## config.mk

```make
export PLATFORM = sky130hd
export DESIGN_NAME = riscv_pipe_skid_stage
export DESIGN_NICKNAME = d
export VERILOG_FILES = /design/src/rtl/riscv_pipe_skid_stage_pkg.sv /design/src/rtl/riscv_sat_counter.sv /design/src/rtl/riscv_pipe_skid_stage.sv
export SDC_FILE = /design/constraint.sdc
export NUM_CORES = 1
export LEC_CHECK = 0
export ABC_AREA = 1
export BUFFER_PORTS_ARGS = -buffer_cell sky130_fd_sc_hd__buf_4
export CAP_MARGIN = 0
export CORE_MARGIN = 4
export CORE_UTILIZATION = 50
export CTS_CLUSTER_DIAMETER = 150
export CTS_CLUSTER_SIZE = 8
export DETAILED_ROUTE_END_ITERATION = 10
export PLACE_DENSITY_LB_ADDON = 0.1
export SYNTH_ARGS = -nofsm -noshare
export SYNTH_HDL_FRONTEND = slang
export SYNTH_SLANG_ARGS = --single-unit
```

## constraint.sdc

```tcl
create_clock -name i_clk -period 1.8 [get_ports i_clk]
set_clock_uncertainty 0.05 [all_clocks]
set_input_delay 0 -clock i_clk [delete_from_list [all_inputs] [get_ports i_clk]]
set_output_delay 0 -clock i_clk [all_outputs]
set_load 0.005 [all_outputs]
```

## src/rtl/riscv_pipe_skid_stage_pkg.sv

```systemverilog
`default_nettype none
// ============================================================
// riscv_pipe_skid_stage_pkg : shared width and state encodings
// Rev 1.0
// ============================================================
package riscv_pipe_skid_stage_pkg;

  localparam int XLEN = 32;

  typedef enum logic [1:0] {
    SKID_EMPTY = 2'b00,
    SKID_BUSY  = 2'b01,
    SKID_FULL  = 2'b10
  } skid_state_e;

endpackage
`default_nettype wire

```

## src/rtl/riscv_sat_counter.sv

```systemverilog
`default_nettype none
// ============================================================
// riscv_sat_counter : saturating event counter, cleared by reset
// Rev 1.0
// ============================================================
module riscv_sat_counter #(
  parameter int CNT_W = 16
) (
  input  logic             i_clk,
  input  logic             i_rstn,
  input  logic             i_inc,
  output logic [CNT_W-1:0] o_cnt
);

  localparam logic [CNT_W-1:0] C_ONE = {{(CNT_W-1){1'b0}}, 1'b1};

  logic [CNT_W-1:0] cnt_q;
  logic [CNT_W-1:0] cnt_d;

  always_comb begin
    cnt_d = cnt_q;
    // Hold at all-ones instead of wrapping
    if (i_inc && (cnt_q != {CNT_W{1'b1}})) begin
      cnt_d = cnt_q + C_ONE;
    end
  end

  always_ff @(posedge i_clk or negedge i_rstn) begin
    if (!i_rstn) begin
      cnt_q <= '0;
    end else begin
      cnt_q <= cnt_d;
    end
  end

  assign o_cnt = cnt_q;

endmodule
`default_nettype wire

```

## src/rtl/riscv_pipe_skid_stage.sv

```systemverilog
`default_nettype none
// ============================================================
// riscv_pipe_skid_stage : elastic stage register, 2-entry skid
// Rev 1.0
// ============================================================
module riscv_pipe_skid_stage
  import riscv_pipe_skid_stage_pkg::*;
#(
  parameter int                DATA_W        = XLEN,
  parameter logic [DATA_W-1:0] REGISTER_INIT = '0,
  parameter int                CNT_W         = 16
) (
  input  logic              i_clk,
  input  logic              i_rstn,
  input  logic              i_flush,
  input  logic              i_valid,
  output logic              o_ready,
  input  logic [DATA_W-1:0] i_data,
  output logic              o_valid,
  input  logic              i_ready,
  output logic [DATA_W-1:0] o_data,
  output logic [1:0]        o_occupancy,
  output logic [CNT_W-1:0]  o_stall_cnt
);

  skid_state_e       state_q, state_d;
  logic [DATA_W-1:0] main_q, main_d;
  logic [DATA_W-1:0] skid_q, skid_d;
  logic              w_in_xfer;
  logic              w_out_xfer;

  // Handshake outputs decode straight from the state flop
  assign o_valid     = (state_q == SKID_BUSY) || (state_q == SKID_FULL);
  assign o_ready     = (state_q == SKID_EMPTY) || (state_q == SKID_BUSY);
  assign o_occupancy = (state_q == SKID_FULL) ? 2'd2 :
                       (state_q == SKID_BUSY) ? 2'd1 : 2'd0;
  assign o_data      = main_q;

  assign w_in_xfer  = i_valid & o_ready;
  assign w_out_xfer = o_valid & i_ready;

  always_comb begin
    state_d = state_q;
    main_d  = main_q;
    skid_d  = skid_q;
    if (i_flush) begin
      state_d = SKID_EMPTY;
      main_d  = REGISTER_INIT;
      skid_d  = REGISTER_INIT;
    end else begin
      case (state_q)
        SKID_EMPTY: begin
          if (w_in_xfer) begin
            state_d = SKID_BUSY;
            main_d  = i_data;
          end
        end
        SKID_BUSY: begin
          case ({w_in_xfer, w_out_xfer})
            2'b11:   main_d = i_data;
            2'b10: begin
              state_d = SKID_FULL;
              skid_d  = i_data;
            end
            2'b01:   state_d = SKID_EMPTY;
            default: state_d = SKID_BUSY;
          endcase
        end
        SKID_FULL: begin
          if (w_out_xfer) begin
            state_d = SKID_BUSY;
            main_d  = skid_q;
          end
        end
        default: state_d = SKID_EMPTY;
      endcase
    end
  end

  always_ff @(posedge i_clk or negedge i_rstn) begin
    if (!i_rstn) begin
      state_q <= SKID_EMPTY;
      main_q  <= REGISTER_INIT;
      skid_q  <= REGISTER_INIT;
    end else begin
      state_q <= state_d;
      main_q  <= main_d;
      skid_q  <= skid_d;
    end
  end

  riscv_sat_counter #(
    .CNT_W (CNT_W)
  ) u_stall_cnt (
    .i_clk  (i_clk),
    .i_rstn (i_rstn),
    .i_inc  (o_valid & ~i_ready),
    .o_cnt  (o_stall_cnt)
  );

endmodule
`default_nettype wire
```

==> reports/summary.md <==
The run finished, with violations left. The checks that failed: negative setup slack. Compared with the post-synthesis result, the final layout area differs by 44.4%.

VDD sags by at most 0.771 mV. The tools report the global router's overall resource usage as 22.9%. Detailed-routing iteration count for the pre-antenna-repair pass: 4. After global routing the overflow that remains totals 0.

The ratio of final minimum period to clock period is 106%, and the count of different cell masters after synthesis is 30. For this run, the number of Yosys warnings is 0. Initial core utilization: 51.8%. The worst register-to-register path ends at o_data[0]. After legalization and detailed placement, the total HPWL measured 7.38 mm. Ranked by total cell area, the synthesized netlist is headed by dfrtp_1 48%, nand2_1 12%, o21ai_0 6.0%. The most common cell in the synthesized netlist is nand2_1.

In this run the number of H-tree levels came out at 3. After synthesis, the most frequently instantiated cells are 139 x nand2_1, 82 x dfrtp_1, 51 x o21ai_0, 45 x nand3_1, 42 x nor2_1. The clock drives 82 sinks. The number of antenna violations at the first check in global routing came out at 0.

Subtracting the final worst setup slack from the clock period gives 1.91 ns. The number of cells on the worst reg-to-reg path is 11. The count of input and output buffers came out at 88. The run gives -0.0511 ns as the post-place setup slack.

The later pin in the worst-skew pair is clocked with a latency of 0.36 ns. The arrival time at the worst endpoint is 2.13 ns, and the worst-case hold slack is 0.0852 ns. After synthesis, flip-flops and latches occupy 48.0% of the total area. Number of synthesized register bits: 82. The relative max-transition margin is 69.0%. The analysis attributes to cell leakage a power of 0.00303 µW.

The cell area after placement came out at 5180 µm². Counting flops with an async set or reset pin after synthesis yields a share of 100%. The max-slew violation total from the final report is 0, and the worst-path maximum fanout is 8. The number of buffers between clock root and the deepest sink was 2; the final routed DRC violation total was 0. The average wire length per cell after detail routing works out to 15.0 µm.

The post-route netlist has 31.6% of its cells at a drive strength greater than 1. The congestion estimate from routability-driven global placement came to 0.825. The average instance area after synthesis was 7.96 µm². The run gives 10100 µm² as the die outline area. The number of global-route vias before repair was 3971.

When the netlist entered floorplanning its net count stood at 583. TritonCTS built the clock tree. The cell area that synthesis handed to floorplanning was 4280 µm².

The pin count of the biggest net entering global routing is 50. The setup path with the least slack is of type reg2reg. Final setup violation count: 12. After clock tree synthesis, the clock-pin slew on the worst setup and hold paths is 0.09 ns. The tools report the clock tree root driver cell as clkbuf_8. For the highest achievable clock rate, the log shows 524 MHz. Wires add up to 11.9 mm.

The total power density per cell area is 1270 nW/µm², and the number of nets still failing antenna checks after routing is 0. The tightest min-delay check is of the in2async type. The first global-routing pass estimated 18.6 mm of wire. The fraction of synthesized cell area taken by the top area cell type came out at 48.0%. The tools report the final hold violation count as 0.

Summed over all instances, the cell type with the most area after synthesis is dfrtp_1. The via total after detailed routing came out at 4117. Among all flip-flop cells after synthesis, the most frequent one is dfrtp_1. The post-route worst setup slack is -0.108 ns, and the post-detailed-route via-to-cell ratio is 5.20.

The count of flip-flops with a built-in enable after synthesis is 0, and the data required time at the worst endpoint is 2.02 ns. The tools report the cell count after synthesis as 537. The core region is 8260 µm².

The top-level port count was 89. For this block, the initial DRC count from the detailed router was 206. The net total in the final layout is 727, and the slew of the pin with the lowest slew margin is 0.464 ns. The worst setup path is launched from a flip-flop. The startpoint identified for the worst register-to-register timing path is state_q[0]. The number of antenna diodes in the final layout is 0.

With fillers left out, the area of the finished cells amounts to 6170 µm². Setup repair after global routing could not meet its margin everywhere. The overall die width came out at 100 µm. Site row count: 33.

The run gives 0 as the count of maximum capacitance violations. In this run the vertical extent of the chip is 100 µm. The design draws 7840 µW. The number of clock buffers added by TritonCTS is 9. For flop-to-flop paths, the worst setup slack is -0.11 ns.

STA classifies the critical path endpoint as a flip-flop.
==> per-stage QoR <==
step / instances / utilization, % / TNS (ns)
floorplan: 537 / - / 0
global placement: 728 / 62.8 / 0
detailed placement: 728 / 62.8 / -0.534
CTS: 780 / 69.8 / -0.396
global route: 791 / 74.7 / -3.90
finish: 791 / 74.7 / -0.334
==> worst max-delay path, stage by stage (launching register included) <==
cell       delay, ns
dfrtp_2         0.45
inv_2           0.10
ha_4            0.22
nand2_4         0.09
inv_4           0.04
ha_4            0.15
o21ai_2         0.11
inv_2           0.09
nand2_8         0.15
clkbuf_16       0.18
nand2_1         0.07
o21ai_1         0.09
==> power breakdown <==
part	internal (µW)	switching, µW	total, µW
sequential	2330	423	2750
clock	551	740	1290
combinational	1960	1840	3800
total	4840	3000	7840
==> logic make-up after synthesis <==
group                    count (synthesis)  synth area share [%]
buffers and inverters                   66                  7.17
adder cells (fa/ha/maj)                  9                  2.63
flip-flops                              82                  48.0
AND/OR/NAND/NOR                        265                  27.6
XOR/XNOR                                 4                 0.820
AO/OA/AOI/OAI                          111                  13.8
==> cell usage in the layout (no fill, tap or decap), types with 18 or more instances in the layout <==
cell type / Yosys / final
buf_4: 3 / 110
nand2_1: 139 / 109
dfrtp_1: 82 / 81
o21ai_0: 51 / 49
nand3_1: 45 / 44
nor2_1: 42 / 39
dlygate4sd3_1: 0 / 34
inv_1: 37 / 33
nand2_2: 1 / 23
o21ai_2: 0 / 18
==> worst max path at each step <==
stage                           from          to  slack (ns)  cells after the start
final                     state_q[0]   o_data[0]       -0.11                     11
after global routing      state_q[0]   o_data[0]       -0.20                     11
after CTS                 state_q[0]  o_data[19]       -0.03                     10
after detailed placement  state_q[0]  o_data[19]       -0.05                     11
after global placement    state_q[0]  o_data[15]        0.02                     11
after floorplan           state_q[1]   skid_q[0]        0.02                      9
==> flip-flops by register name (all words and copies together) (netlist names) <==
signal             flops
state_q                2
u_stall_cnt.o_cnt     16
skid_q                32
o_data                32
==> per-layer routing <==
metal | global-route usage, % | part of all wire [%] | up-vias
met5 | 0 | 0 | -
met4 | 6.94 | 1.4 | 0
met3 | 3.94 | 5.3 | 14
met2 | 38.5 | 51 | 130
met1 | 30.2 | 43 | 1951
li1 | - | - | 2022
==> repair_timing <==
item | CTS | global route
gates resized for setup | 9 | 69
pin swaps | 0 | 6
hold buffers | 34 | 0
setup buffers | 0 | 4
endpoints found under the hold margin | 114 | 0
setup endpoints to repair | 32 | 68
gates cloned | 2 | 7
==> cell type report <==
| type | count | area [µm²] |
|---|---|---|
| Timing Repair Buffer | 159 | 1470 |
| Clock buffer | 10 | 138 |
| Tap cell | 105 | 131 |
| Fill cell | 635 | 2090 |
| Clock inverter | 6 | 48.8 |
| Multi-Input combinational cell | 390 | 2180 |
| Sequential cell | 82 | 2050 |
| Inverter | 39 | 149 |
No activity file was read; power rests on OpenSTA's default activity.
